==> src/rtl/fpu_op_dispatch.sv <==
// Operand dispatcher: registers one op, issues to the selected unit 1 cycle after acceptance, returns results in issue order.
// Backpressure: holds the issue entry while the unit is busy or the tag queue is full; non-head unit results wait (res_ready = 0).
module fpu_op_dispatch #(
  parameter int DATA_WIDTH  = 16,
  parameter int NUM_UNITS   = 3,
  parameter int ORDER_DEPTH = 4,
  parameter int SEL_WIDTH   = (NUM_UNITS > 1) ? $clog2(NUM_UNITS) : 1
) (
  input  logic                                clock,
  input  logic                                reset,
  input  logic                                in_valid,
  output logic                                in_ready,
  input  logic [SEL_WIDTH-1:0]                in_sel,
  input  logic [DATA_WIDTH:0]                 in_op1,
  input  logic [DATA_WIDTH:0]                 in_op2,
  output logic [NUM_UNITS-1:0]                unit_valid,
  input  logic [NUM_UNITS-1:0]                unit_ready,
  output logic [NUM_UNITS*(DATA_WIDTH+1)-1:0] unit_op1,
  output logic [NUM_UNITS*(DATA_WIDTH+1)-1:0] unit_op2,
  input  logic [NUM_UNITS-1:0]                res_valid,
  input  logic [NUM_UNITS*(DATA_WIDTH+1)-1:0] res_data,
  output logic [NUM_UNITS-1:0]                res_ready,
  output logic                                out_valid,
  input  logic                                out_ready,
  output logic [DATA_WIDTH:0]                 out_data,
  output logic [SEL_WIDTH-1:0]                out_sel,
  output logic                                out_err
);
  localparam int W  = DATA_WIDTH + 1;
  localparam int PW = $clog2(ORDER_DEPTH);

  logic                 issue_valid;
  logic [SEL_WIDTH-1:0] issue_sel;
  logic [W-1:0]         issue_op1;
  logic [W-1:0]         issue_op2;

  logic [SEL_WIDTH-1:0] tag_sel [ORDER_DEPTH];
  logic                 tag_err [ORDER_DEPTH];
  logic [PW-1:0]        rd_ptr;
  logic [PW-1:0]        wr_ptr;
  logic [PW:0]          count;

  logic                 not_full;
  logic                 sel_bad;
  logic                 sel_rdy;
  logic                 issue_fire;
  logic                 has_head;
  logic [SEL_WIDTH-1:0] head_sel;
  logic                 head_err;
  logic                 pop;

  assign not_full   = count < (PW+1)'(ORDER_DEPTH);
  assign sel_bad    = 32'(issue_sel) >= NUM_UNITS;
  assign issue_fire = issue_valid & not_full & (sel_bad | sel_rdy);
  assign in_ready   = !issue_valid | issue_fire;

  assign has_head = count != '0;
  assign head_sel = tag_sel[rd_ptr];
  assign head_err = tag_err[rd_ptr];
  assign pop      = out_valid & out_ready;

  // Only the selected unit sees operands; every other slice is forced to zero.
  always_comb begin
    sel_rdy    = 1'b0;
    unit_valid = '0;
    unit_op1   = '0;
    unit_op2   = '0;
    for (int k = 0; k < NUM_UNITS; k++) begin
      if (issue_sel == SEL_WIDTH'(k)) begin
        sel_rdy = unit_ready[k];
        if (issue_valid && not_full) begin
          unit_valid[k]      = 1'b1;
          unit_op1[k*W +: W] = issue_op1;
          unit_op2[k*W +: W] = issue_op2;
        end
      end
    end
  end

  // Error entries complete on their own; otherwise the head unit's result is passed straight through.
  always_comb begin
    out_valid = 1'b0;
    out_data  = '0;
    out_sel   = '0;
    out_err   = 1'b0;
    res_ready = '0;
    if (has_head) begin
      if (head_err) begin
        out_valid = 1'b1;
        out_err   = 1'b1;
        out_sel   = head_sel;
      end else begin
        for (int k = 0; k < NUM_UNITS; k++) begin
          if (head_sel == SEL_WIDTH'(k)) begin
            res_ready[k] = out_ready;
            if (res_valid[k]) begin
              out_valid = 1'b1;
              out_data  = res_data[k*W +: W];
              out_sel   = head_sel;
            end
          end
        end
      end
    end
  end

  always_ff @(posedge clock) begin
    if (reset) begin
      issue_valid <= 1'b0;
      issue_sel   <= '0;
      issue_op1   <= '0;
      issue_op2   <= '0;
      rd_ptr      <= '0;
      wr_ptr      <= '0;
      count       <= '0;
    end else begin
      if (in_valid && in_ready) begin
        issue_valid <= 1'b1;
        issue_sel   <= in_sel;
        issue_op1   <= in_op1;
        issue_op2   <= in_op2;
      end else if (issue_fire) begin
        issue_valid <= 1'b0;
      end

      if (issue_fire) begin
        tag_sel[wr_ptr] <= issue_sel;
        tag_err[wr_ptr] <= sel_bad;
        wr_ptr          <= wr_ptr + PW'(1);
      end
      if (pop) begin
        rd_ptr <= rd_ptr + PW'(1);
      end

      if (issue_fire && !pop) begin
        count <= count + (PW+1)'(1);
      end else if (!issue_fire && pop) begin
        count <= count - (PW+1)'(1);
      end
    end
  end
endmodule

==> config.mk <==
export PLATFORM = sky130hd
export DESIGN_NAME = fpu_op_dispatch
export DESIGN_NICKNAME = d
export VERILOG_FILES = /design/src/rtl/fpu_op_dispatch.sv
export SDC_FILE = /design/constraint.sdc
export NUM_CORES = 1
export LEC_CHECK = 0
export CAP_MARGIN = 10
export CELL_PAD_IN_SITES_DETAIL_PLACEMENT = 0
export CELL_PAD_IN_SITES_GLOBAL_PLACEMENT = 2
export CORE_ASPECT_RATIO = 0.7
export CORE_MARGIN = 1.5
export CORE_UTILIZATION = 33
export CTS_CLUSTER_SIZE = 14
export DETAILED_ROUTE_END_ITERATION = 12
export DONT_BUFFER_PORTS = 1
export GPL_ROUTABILITY_DRIVEN = 0
export GPL_TIMING_DRIVEN = 0
export PLACE_DENSITY_LB_ADDON = 0.2
export SYNTH_ARGS = -nofsm -noshare
export SYNTH_HDL_FRONTEND = slang
export SYNTH_SLANG_ARGS = --single-unit
==> constraint.sdc <==
create_clock -name clock -period 3.74 [get_ports clock]
set_clock_uncertainty 0.1 [all_clocks]
set_input_delay 0.374 -clock clock [delete_from_list [all_inputs] [get_ports clock]]
set_output_delay 0.374 -clock clock [all_outputs]
set_load 0.02 [all_outputs]
==> impl_results.md, run 1 <==
- Setup TNS: 0 ps
- Total Die Area: 11000 um2
- Detailed Route WL: 9860 um
- ANT nets after route: 0
- Worst min path class: in -> reg
- Vias post-DR: 2716
- Yosys cell types: 39
- Required time worst endpoint: 3890 ps
- Worst path max stage delay: 710 ps
- Syn Nets: 481
- Port-buffer cells: 0
- Io pins: 227
- Worst-path cell chain: mux4_1 > nor2b_1 > a221o_2 > nand2_4 > ha_1 > inv_1 > fa_1 > xor2_1 > or3_1 > a21oi_1
- Critical Path End Type: flop
- Slew Limit Fails: 0
- R2R setup slack: 320 ps
- Clock buffer depth: 2
- Top-count cell post-synth: and2_1
- Top cells by area, synth: dfxtp_1, and2_1, mux2i_1, edfxtp_1, nor2_1
- H-tree depth: 3
- Crit-path max FO: 5
- Tmin final: 3420 ps
- Non-Filler Instances: 522
- Post-cts resize count: 0
- Initial Util: 34.6%
- Worst-path clk slew: 50 ps
- Leak: 1.56 nW
- Grt ovf: 0
- Synth Warn #: 0
- Avg WL per Cell: 18.9 um
- Placed Instances: 506
- Vias in the first global route: 2570
- Crit-path slowest cell: mux4_1
- Post-CTS Setup Bufs: 0
- FFs w/ async S/R, synth: 0%
- Arrival time of the worst setup path: 3570 ps
- Synthesized area: 3420 um2
- Yosys top cell by area: dfxtp_1
- RSZ-0062 raised after global routing: no
- Inserted Diodes: 0
- Seq cells post-synth: 58
- Clk sinks: 58
- Sequential fraction of the synthesis area: 37.5%
- Outcome: complete, no violations
- Number of synthesized flops with an enable pin: 12
- Pwr Density: 538 nW/um2
- Root Buffer: clkbuf_16
- Layout area overhead: 13.4%
- Fmax: 293 MHz
- Max-cap violations: 0
- Yosys top cell area share: 26.9%
- Largest net degree at the start of global routing: 11
- First-pass GRT wire length: 14500 um
- Crit Path Category: reg -> reg
- Final Instance Area: 3870 um2
- Worst-margin pin slew: 1110 ps
- Fraction of layout cells with a size suffix above 1: 7.61%
- Syn Inst Count: 378
- Via density: 5.20
- Worst path top cell family by delay: multiplexers
- Critical Path Sink: count[2]
- Cts hold-fix bufs: 0
- DRC errors left: 0
- CP Depth: 10
- Hpwl dp: 7890 um
- Number of antenna violations at the first check in global routing: 0
- Worst ir drop on vdd: 0.277 mV
- Setup violators final: 0
- Reg2reg end: count[2]
- Rel. slew slack: 26.1%
- Ys flop type: dfxtp_1
- Die height: 88.2 um
- Placed Area: 3580 um2
- # rows: 30
- Tot GR Track Use: 17.5%
- Core footprint: 9870 um2
- Worst skew pair latency: 320 ps
- Endpoints failing hold: 0
- Inserted Clock Buffers: 9
- Critical path startpoint category: flop
- Mean Syn Cell Area: 9.04 um2
- Die Wd: 125 um
- Final net count: 492
- Starting DRC count in detailed routing: 143
- Pre-antenna DRT Iters: 6
- Count of buffer and inverter cells on the critical path: 1
- Period Utilization, post-route: 91.4%
- R2r worst-path depth: 10
- Top cells by count, synth: and2_1, nor2_1, dfxtp_1, mux2i_1, clkbuf_1
- CTS tree: done
placed cells by master (no fill, tap or decap), types with 6 or more instances in the layout:
| master | instances |
|---|---|
| edfxtp_1 | 12 |
| clkbuf_1 | 18 |
| nor2b_1 | 11 |
| nor2_1 | 64 |
| and2_1 | 110 |
| clkbuf_16 | 9 |
| dfxtp_1 | 46 |
| a222oi_1 | 15 |
| a21oi_1 | 6 |
| mux2i_1 | 38 |
kinds of logic (layout without fill, tap and decap cells):
| logic type | after synthesis | count (layout) | share of synthesized area (%) |
|---|---|---|---|
| simple gates | 206 | 206 | 32.9 |
| mux | 47 | 47 | 15.8 |
| compound gates | 27 | 27 | 6.77 |
| buf+inv | 31 | 47 | 3.84 |
| xor+xnor | 3 | 3 | 0.769 |
| flops | 58 | 58 | 37.5 |
| fa+ha+maj | 6 | 6 | 2.42 |
worst min path at each step:
stage / start / to / cells past startpoint / slack, ps
3_5_place_dp: in_valid / issue_valid / 2 / 400
4_1_cts: in_valid / issue_valid / 2 / 60
5_1_grt: in_valid / issue_valid / 2 / 80
6_report: in_valid / issue_valid / 2 / 80
2_1_floorplan: wr_ptr[1] / wr_ptr[1] / 2 / 370
3_3_place_gp: wr_ptr[1] / wr_ptr[1] / 2 / 390
through the flow:
step / utilization [%] / setup slack (ps) / power (mW) / hold WS [ps]
6_report: 39.3 / 323 / 2.08 / 76.3
5_1_grt: 39.3 / 117 / 2.20 / 83.7
4_1_cts: 39.3 / 299 / 2.12 / 59.3
3_5_place_dp: 36.2 / 303 / 1.30 / 400
3_3_place_gp: 36.2 / 333 / 1.29 / 392
2_1_floorplan: - / 585 / 1.18 / 369
flip-flops by register name, summed over array words and instances (netlist names), named ones only:
| name | cells |
|---|---|
| issue_op1 | 17 |
| issue_op2 | 17 |
| tag_sel | 8 |
| tag_err | 4 |
| count | 3 |
| issue_sel | 2 |
| rd_ptr | 2 |
| wr_ptr | 2 |
| issue_valid | 1 |
layer usage:
layer	up-vias	global-route usage, %	share of wire (%)
met1	1290	20.5	43
met3	8	5.44	6.3
met2	118	31.1	50
met4	0	5.12	1.1
li1	1300	-	-
met5	-	0	0
report_power, final:
part	internal (mW)	switching (mW)	total, mW
clock network	0.530	0.269	0.799
logic	0.194	0.340	0.534
registers	0.695	0.0566	0.751
total	1.42	0.666	2.08
cell type report:
class,instances,area (um2)
Clock inverter,5,53.8
Tap cell,128,160
Fill cell,1003,6000
Clock buffer,11,243
Inverter,5,18.8
Sequential cell,58,1280
Buffer,26,113
Multi-Input combinational cell,289,2010
worst register-to-register path: stages, from the launching register on:
cell and delay (ps):
dfxtp_1 440, mux4_1 710, nor2b_1 270, a221o_2 480, nand2_4 130, ha_1 180
inv_1 60, fa_1 370, xor2_1 170, or3_1 300, a21oi_1 140
Note: power is estimated with default switching activity, not from simulation.
==> run 2, diff against run 1 <==
Settings changed: CTS_BUF_LIST set to sky130_fd_sc_hd__clkbuf_16.
==> run 2 against run 1 <==
  * Routed wire length barely moved
  * Critical endpoint unchanged
  * Die area did not move
  * Fmax barely moved
  * Clock power fell by 2.9%
  * Largest power group unchanged
==> impl_results.md, run 2 (synthesis gave the netlist of run 1 again) <==
- Non-Filler Instances: 522 (unchanged)
- Critical path startpoint category: flop
- Inserted Diodes: 0 (unchanged)
- Worst path top cell family by delay: multiplexers
- Worst path max stage delay: 710 ps (about the same)
- Number of antenna violations at the first check in global routing: 0 (unchanged)
- Endpoints failing hold: 0 (unchanged)
- Largest net degree at the start of global routing: 11 (unchanged)
- Total Die Area: 11000 um2 (unchanged)
- Pwr Density: 533 nW/um2 (-0.87%)
- CP Depth: 10 (unchanged)
- H-tree depth: 3 (unchanged)
- R2r worst-path depth: 10 (unchanged)
- Clk sinks: 58 (unchanged)
- Starting DRC count in detailed routing: 166 (+16%)
- Rel. slew slack: 26.1% (unchanged)
- Critical Path End Type: flop
- FILL cells: 1005 (+0.20%)
- Metal3 WL: 598 um (-3.2%)
- Io pins: 227 (unchanged)
- DRC errors left: 0 (unchanged)
- Required time worst endpoint: 3890 ps (about the same)
- Period Utilization, post-route: 91.4% (about the same)
- Tot GR Track Use: 17.5% (+0.027 points)
- Register area: 1280 um2 (unchanged)
- Root Buffer: clkbuf_16
- Via density: 5.22 (+0.41%)
- CTS tree: done
- Worst-path cell chain: mux4_1 > nor2b_1 > a221o_2 > nand2_4 > ha_1 > inv_1 > fa_1 > xor2_1 > or3_1 > a21oi_1
- Initial Util: 34.6% (unchanged)
- Count of buffer and inverter cells on the critical path: 1 (unchanged)
- Fraction of layout cells with a size suffix above 1: 7.36% (-0.25 points)
- R2R setup slack: 320 ps (about the same)
- RSZ-0062 raised after global routing: no
- Worst-margin pin slew: 1110 ps (unchanged)
- Top Layer Used: met4
- Worst min path class: in -> reg
- Crit-path max FO: 5 (unchanged)
- Leak: 1.56 nW (about the same)
- Core footprint: 9870 um2 (unchanged)
- Die height: 88.2 um (unchanged)
- Fmax: 293 MHz (about the same)
- Worst-path clk slew: 50 ps (about the same)
- Met2 wire length: 4900 um (+0.10%)
- Inserted Clock Buffers: 9 (unchanged)
- Port-buffer cells: 0 (unchanged)
- Met1 Routed Length: 4250 um (+0.42%)
- Grt ovf: 0 (unchanged)
- Vias in the first global route: 2581 (+0.43%)
- Setup TNS: 0 ps (unchanged)
- Worst skew pair latency: 320 ps (about the same)
- Area of the multi-input gates: 2010 um2 (unchanged)
- Crit Path Category: reg -> reg
- Placed Instances: 506 (unchanged)
- First-pass GRT wire length: 14600 um (+0.23%)
- Commonest cells after routing, fill and taps aside: and2_1, nor2_1, dfxtp_1
- Final core occ: 39.2% (-0.10 points)
- Setup violators final: 0 (unchanged)
- Pre-antenna DRT Iters: 5 (-1)
- Layout area overhead: 13.1%
- Outcome: complete, no violations
- Most common cell after layout, fill and taps aside: and2_1
- Avg WL per Cell: 18.9 um (about the same)
- Post-cts resize count: 0 (unchanged)
- Crit-path slowest cell: mux4_1
- Biggest regs: issue_op1 x17, issue_op2 x17, tag_sel x8
- Clock buffer depth: 2 (unchanged)
- Hpwl dp: 7890 um (unchanged)
- Max-cap violations: 0 (unchanged)
- Cts hold-fix bufs: 0 (unchanged)
- Worst ir drop on vdd: 0.277 mV (-0.12%)
- # rows: 30 (unchanged)
- Vias post-DR: 2727 (+0.41%)
- Detailed Route WL: 9860 um (about the same)
- Tmin final: 3420 ps (+0.103 ps)
- ANT nets after route: 0 (unchanged)
- Arrival time of the worst setup path: 3570 ps (about the same)
- Die Wd: 125 um (unchanged)
- Slew Limit Fails: 0 (unchanged)
- Final net count: 492 (unchanged)
- Critical Path Sink: count[2]
- Post-CTS Setup Bufs: 0 (unchanged)
- Reg2reg end: count[2]
run 2: cell types whose count changed in the layout (fill, tap and decap cells not counted), sizes merged:
cell,change
clkbuf,-2
clkinv,+1
inv,+1
run 2: layout make-up:
cell class                 instances  area share (%)
multi-input combinational        289            51.9
buffer                            26            2.91
clock inverter                     7            1.59
sequential                        58            33.1
inverter                           5           0.486
clock buffer                       9            5.83
tap                              128            4.14
run 2: metal layers:
layer	GRT usage (%)	up-vias
met2	31.3	114
li1	-	1301
met4	5.12	0
met3	5.44	8
met5	0	-
met1	20.5	1304
run 2: worst register-to-register path: stages (launching register included):
cell	delay [ps]
dfxtp_1	440
mux4_1	710
nor2b_1	270
a221o_2	480
nand2_4	130
ha_1	180
inv_1	60
fa_1	370
xor2_1	170
or3_1	300
a21oi_1	140
run 2: report_power, final:
| group | internal (mW) | switching [mW] |
|---|---|---|
| sequential | 0.695 | 0.0566 |
| combinational | 0.194 | 0.340 |
| clock | 0.507 | 0.269 |
run 2: worst min-delay path by stage:
| stage | cells after the start | to | startpoint | slack, ps |
|---|---|---|---|---|
| 2_1_floorplan | 2 | wr_ptr[1] | wr_ptr[1] | 370 |
| 3_3_place_gp | 2 | wr_ptr[1] | wr_ptr[1] | 390 |
| 3_5_place_dp | 2 | issue_valid | in_valid | 400 |
| 4_1_cts | 2 | issue_valid | in_valid | 60 |
| 5_1_grt | 2 | issue_valid | in_valid | 90 |
| 6_report | 2 | issue_valid | in_valid | 80 |
run 2: stage by stage:
stage	hold slack, ps	area [um2]	power (mW)	setup WS [ps]
after detailed placement	400	3580	1.30	303
final	76.9	3860	2.06	323
after floorplan	369	3420	1.18	585
after global routing	85.4	3860	2.18	117
after CTS	60.1	3860	2.10	299
after global placement	392	3580	1.29	333
